### src/rtl/simon_seq_ctrl.sv
// Sequence-game controller for the Simon Says datapath: generates one new symbol per level,
// replays the sequence, times and validates player input, and tracks level, step and lives.
module simon_seq_ctrl #(
  parameter int MAX_LEVEL      = 10,
  parameter int LVL_W          = 4,
  parameter int TIMEOUT_CYCLES = 1000,
  parameter int LIVES          = 3
) (
  input  logic             clk,
  input  logic             reset,
  input  logic             start,
  input  logic             blinker_done,
  input  logic             input_done,
  input  logic             cmp_good,
  output logic             getRandNum,
  output logic             rw_mem,
  output logic             on_cmp,
  output logic             on_input_block,
  output logic             on_blinker,
  output logic [LVL_W-1:0] mem_addr,
  output logic [LVL_W-1:0] out_level,
  output logic [LVL_W-1:0] out_step,
  output logic [2:0]       lives_left,
  output logic             win,
  output logic             lose,
  output logic             timeout_err
);

  localparam int TMR_W = (TIMEOUT_CYCLES > 1) ? $clog2(TIMEOUT_CYCLES) : 1;

  localparam logic [LVL_W-1:0] MAX_LVL    = LVL_W'(MAX_LEVEL);
  localparam logic [2:0]       LIVES_INIT = 3'(LIVES);
  localparam logic [TMR_W-1:0] TMR_LAST   = TMR_W'(TIMEOUT_CYCLES - 1);

  typedef enum logic [2:0] {
    S_IDLE,
    S_GEN,
    S_BLINK,
    S_INPUT,
    S_VALIDATE,
    S_WIN,
    S_LOSE
  } state_e;

  state_e            state_q, state_d;
  logic [LVL_W-1:0]  level_q, level_d;
  logic [LVL_W-1:0]  step_q,  step_d;
  logic [2:0]        lives_q, lives_d;
  logic [TMR_W-1:0]  tmr_q,   tmr_d;

  logic              fail;
  logic              tmr_expired;
  logic [LVL_W-1:0]  step_inc;

  assign tmr_expired = (tmr_q == TMR_LAST);
  // step never exceeds level-1, so step+1 fits in LVL_W bits.
  assign step_inc    = step_q + LVL_W'(1);

  // NOTE: every variable gets a default before the case so no path leaves it unassigned (no latch).
  always_comb begin
    state_d = state_q;
    level_d = level_q;
    step_d  = step_q;
    lives_d = lives_q;
    tmr_d   = tmr_q;
    fail    = 1'b0;

    unique case (state_q)
      S_IDLE: begin
        if (start) begin
          state_d = S_GEN;
          level_d = '0;
          step_d  = '0;
          lives_d = LIVES_INIT;
        end
      end
      S_GEN: begin
        state_d = S_BLINK;
        level_d = level_q + LVL_W'(1);
        step_d  = '0;
      end
      S_BLINK: begin
        if (blinker_done) begin
          state_d = S_INPUT;
          tmr_d   = '0;
        end
      end
      S_INPUT: begin
        if (!tmr_expired) tmr_d = tmr_q + TMR_W'(1);
        if (input_done)       state_d = S_VALIDATE;
        else if (tmr_expired) fail    = 1'b1;
      end
      S_VALIDATE: begin
        if (!cmp_good) begin
          fail = 1'b1;
        end else if (step_inc < level_q) begin
          state_d = S_INPUT;
          step_d  = step_inc;
          tmr_d   = '0;
        end else if (level_q < MAX_LVL) begin
          state_d = S_GEN;
        end else begin
          state_d = S_WIN;
        end
      end
      S_WIN, S_LOSE: begin
        if (start) state_d = S_IDLE;
      end
      default: state_d = S_IDLE;
    endcase

    // A failure costs a life and replays the current level, or ends the game on the last life.
    if (fail) begin
      lives_d = lives_q - 3'd1;
      step_d  = '0;
      state_d = (lives_q == 3'd1) ? S_LOSE : S_BLINK;
    end
  end

  // NOTE: sequential state uses non-blocking assignments so all flops update together at the edge.
  always_ff @(posedge clk or negedge reset) begin
    if (!reset) begin
      state_q <= S_IDLE;
      level_q <= '0;
      step_q  <= '0;
      lives_q <= LIVES_INIT;
      tmr_q   <= '0;
    end else begin
      state_q <= state_d;
      level_q <= level_d;
      step_q  <= step_d;
      lives_q <= lives_d;
      tmr_q   <= tmr_d;
    end
  end

  always_comb begin
    getRandNum     = 1'b0;
    rw_mem         = 1'b0;
    on_cmp         = 1'b0;
    on_input_block = 1'b0;
    on_blinker     = 1'b0;
    mem_addr       = '0;
    win            = 1'b0;
    lose           = 1'b0;
    timeout_err    = 1'b0;

    unique case (state_q)
      S_GEN: begin
        getRandNum = 1'b1;
        rw_mem     = 1'b1;
        mem_addr   = level_q;
      end
      S_BLINK: on_blinker = 1'b1;
      S_INPUT: begin
        on_input_block = 1'b1;
        mem_addr       = step_q;
        timeout_err    = tmr_expired && !input_done;
      end
      S_VALIDATE: begin
        on_cmp   = 1'b1;
        mem_addr = step_q;
      end
      S_WIN:   win  = 1'b1;
      S_LOSE:  lose = 1'b1;
      default: ;
    endcase
  end

  assign out_level  = level_q;
  assign out_step   = step_q;
  assign lives_left = lives_q;

endmodule

### config.mk
export PLATFORM = sky130hd
export DESIGN_NAME = simon_seq_ctrl
export DESIGN_NICKNAME = d
export VERILOG_FILES = /design/src/rtl/simon_seq_ctrl.sv
export SDC_FILE = /design/constraint.sdc
export NUM_CORES = 1
export LEC_CHECK = 0
export BUFFER_PORTS_ARGS = -buffer_cell sky130_fd_sc_hd__clkbuf_2
export CORE_AREA = 2 2 70 72
export CTS_BUF_LIST = sky130_fd_sc_hd__clkbuf_16
export CTS_CLUSTER_DIAMETER = 150
export DETAILED_ROUTE_END_ITERATION = 12
export DIE_AREA = 0 0 72 74
export GPL_TIMING_DRIVEN = 0
export SYNTH_ARGS = -nofsm -noshare
export SYNTH_HDL_FRONTEND = slang
export SYNTH_SLANG_ARGS = --single-unit
### constraint.sdc
create_clock -name clk -period 2.3 [get_ports clk]
set_input_delay 0.46 -clock clk [delete_from_list [all_inputs] [get_ports clk]]
set_output_delay 0.46 -clock clk [all_outputs]
set_load 0.03 [all_outputs]
==> metrics.md <==
| Metric | Value |
|---|---|
| Iteration-0 DRC count of the detailed router | 90 |
| Register area share after synthesis | 0.337 |
| Pre-antenna DRT Iters | 4 |
| Root Buffer | clkbuf_16 |
| Area leader, netlist | dfrtp_1 |
| Detailed placement HPWL | 3100 µm |
| Top cells by area, synth | dfrtp_1 31%, ha_1 5.6%, mux2i_1 4.5%, dfstp_2 2.9%, nor2_1 2.7% |
| Area grow syn2layout | 22.0% |
| Total wire length | 4310 µm |
| Placed Instances | 276 |
| Slew headroom | 0.491 |
| Post-Syn Area | 1790 µm² |
| Worst Clk Skew | 0.00371 ns |
| Cell Int Power | 0.00143 W |
| Critical setup path kind | reg2out |
| TNS Setup | 0 ns |
| Combinational Power Share | 0.599 |
| Total track usage | 0.170 |
| Crit-path max FO | 5 |
| Period utilization | 0.971 |
| I/O pins | 29 |
| Post-Syn Nets | 208 |
| Leakage | 1.03 nW |
| Largest family of logic cells by synthesized area | simple AND/OR/NAND/NOR gates |
| CTS Buffer Depth | 2 |
| Vias in the first global route | 1476 |
| Post-synthesis cell count | 194 |
| Critical path endpoint category | primary output |
| Fmax | 448 MHz |
| DRC Markers | 0 |
| Post-Synth XOR/XNOR Area | 0.0245 |
| Switching Fraction | 0.473 |
| Total grt overflow | 0 |
| CTS clk-pin slew, worst paths | 0.06 ns |
| Core ar. | 4600 µm² |
| Core Rows | 25 |
| Die Area | 5330 µm² |
| Hold crit path type | in2async |
| N_diodes | 0 |
| Synthesized flop and latch total | 24 |
| VDD IR max | 0.000506 V |
| Most common cell after layout, fill and taps aside | clkbuf_2 |
| Leading cell types in the layout, fill and taps excluded | 28 x clkbuf_2, 20 x dfrtp_1, 13 x nor2_1 |
| Unique cell type count in the Yosys netlist | 57 |
| Worst endpoint required time | 1.84 ns |
| Arr. time, crit path | 1.77 ns |
| Slew @ Worst Pin | 0.762 ns |
| Die Ht | 74 µm |
| Period minus WS final | 2.23 ns |
| Top cell type's share of synthesized area | 0.308 |
| Reg-to-reg slack, setup | 0.14 ns |
| Simple-gate share of the synthesized area | 0.234 |
| CTS Buf Count | 3 |
| Nets | 248 |
| Reg2Reg Depth | 7 |
| Design Power | 0.00272 W |
| R2r endpoint | state_q[2] |
| Clock group share of total power | 0.142 |
| Routed WL per cell | 15.0 µm |
| Worst r2r src | out_step[0] |
| Htree depth | 1 |
| Final ANT Viol Nets | 0 |
| Net Switching | 0.00128 W |
| Largest net degree at the start of global routing | 25 |
| Max-cap viol count | 0 |
| Startpoint types | register |
| CTS tree | yes |
| Status | completed |
| Hold Vio Cnt, Final | 0 |
| Synth Area in Adders | 0.0560 |
| Power Dens Cells | 1250 nW/µm² |
| Final setup viols | 0 |
| Vias per cell | 5.60 |
| Buffers added on ports | 28 |
| Syn_area_per_cell | 9.22 µm² |
| Sequential Power Share | 0.259 |
| Chip width | 72 µm |
| Hold WS | 0.223 ns |
| Initial antenna violation count | 0 |
| Skew-Pair Late Insertion Delay | 0.26 ns |
| Slew Limit Fails | 0 |
| First-pass GRT wire length | 7110 µm |
| Compound-Gate Fraction of Synth Area | 0.227 |
| Ys flop type | dfrtp_1 |
| Initial Utilization | 0.389 |
| GPL Wtd Cong | 0.773 |
| TritonCTS Sinks | 24 |
| EDFF count, synth | 0 |
| Mux contribution to synthesized area | 0.0574 |
| Share of layout cells above drive strength 1 | 0.313 |
| DR vias | 1608 |
| Ys async rst share | 1.00 |
| Yosys warns | 0 |
| Layout Cells excl Fill | 287 |
==> routing by layer <==
metal	vias up	part of all wire	global-route usage
li1	804	-	-
met1	779	0.50	0.230
met2	23	0.47	0.288
met3	2	0.030	0.0352
met4	0	0.0044	0.0273
met5	-	0	0
==> layout make-up <==
cell class / count / area, µm²
plain buffers: 11 / 70.1
clock buffers: 3 / 75.1
clock inverters: 1 / 3.75
fillers: 457 / 2420
inverters: 13 / 52.6
multi-input cells: 146 / 1110
flip-flops and latches: 24 / 606
well taps: 54 / 67.6
repair buffers: 35 / 200
==> flip-flops by register name, indices dropped and copies added (netlist names) <==
name and cells:
lives_left 3, state_q 3, tmr_q 10, out_step 4, out_level 4
==> worst max path at each step <==
stage / slack, ns / to / start / cells past startpoint
5_1_grt: -0.02 / timeout_err / tmr_q[0] / 5
4_1_cts: 0.0005 / rw_mem / state_q[2] / 5
6_report: 0.07 / timeout_err / tmr_q[7] / 4
3_3_place_gp: -0.13 / tmr_q[6] / out_step[1] / 7
3_5_place_dp: -0.14 / tmr_q[7] / out_step[1] / 7
2_1_floorplan: 0.007 / tmr_q[7] / out_step[0] / 7
==> worst max-delay path, cell delays in order, from the launching register on <==
cell	delay [ns]
dfrtp_1	0.41
nand4_1	0.20
or4_1	0.56
nor4_2	0.15
buf_4	0.19
==> cell usage after synthesis (4+ instances only) <==
cell	number
nor2b_1	4
xnor2_1	4
o21ai_0	7
a21oi_1	6
nor2_1	13
inv_1	12
nor4_1	4
dfrtp_1	22
nand2_1	12
o22ai_1	4
o31ai_1	5
a211o_1	5
nor3_1	5
nand3_1	6
buf_2	4
o211ai_1	4
ha_1	8
mux2i_1	8
==> stage by stage <==
step	setup slack [ns]	utilization	instance area (µm²)
2_1_floorplan	0.00716	-	1790
6_report	0.0673	0.474	2180
3_3_place_gp	-0.134	0.435	2000
5_1_grt	-0.0176	0.474	2180
3_5_place_dp	-0.145	0.435	2000
4_1_cts	0.000516	0.460	2120
==> power groups by stage <==
| stage | Combinational [W] | Sequential [W] | Clock (W) |
|---|---|---|---|
| finish | 0.00163 | 0.000703 | 0.000384 |
| global route | 0.00179 | 0.000729 | 0.000413 |
| CTS | 0.00158 | 0.000698 | 0.000396 |
| detailed placement | 0.00150 | 0.000704 | 0 |
| global placement | 0.00149 | 0.000702 | 0 |
| floorplan | 0.00103 | 0.000793 | 0 |
==> kinds of logic after synthesis <==
logic type	after synthesis
AND/OR/NAND/NOR	72
AO/OA/AOI/OAI	51
buffers and inverters	24
flip-flops	24
multiplexers	10
adder cells (fa/ha/maj)	8
XOR/XNOR	5
==> what timing repair did <==
item | in CTS | in global routing
setup endpoints to repair | 19 | 14
endpoints found under the hold margin | 0 | 0
buffers inserted | 1 | 6
hold buffers | 0 | 0
resized for setup | 12 | 10
pin swaps | 1 | 2
Note: power is estimated with default switching activity, not from simulation.
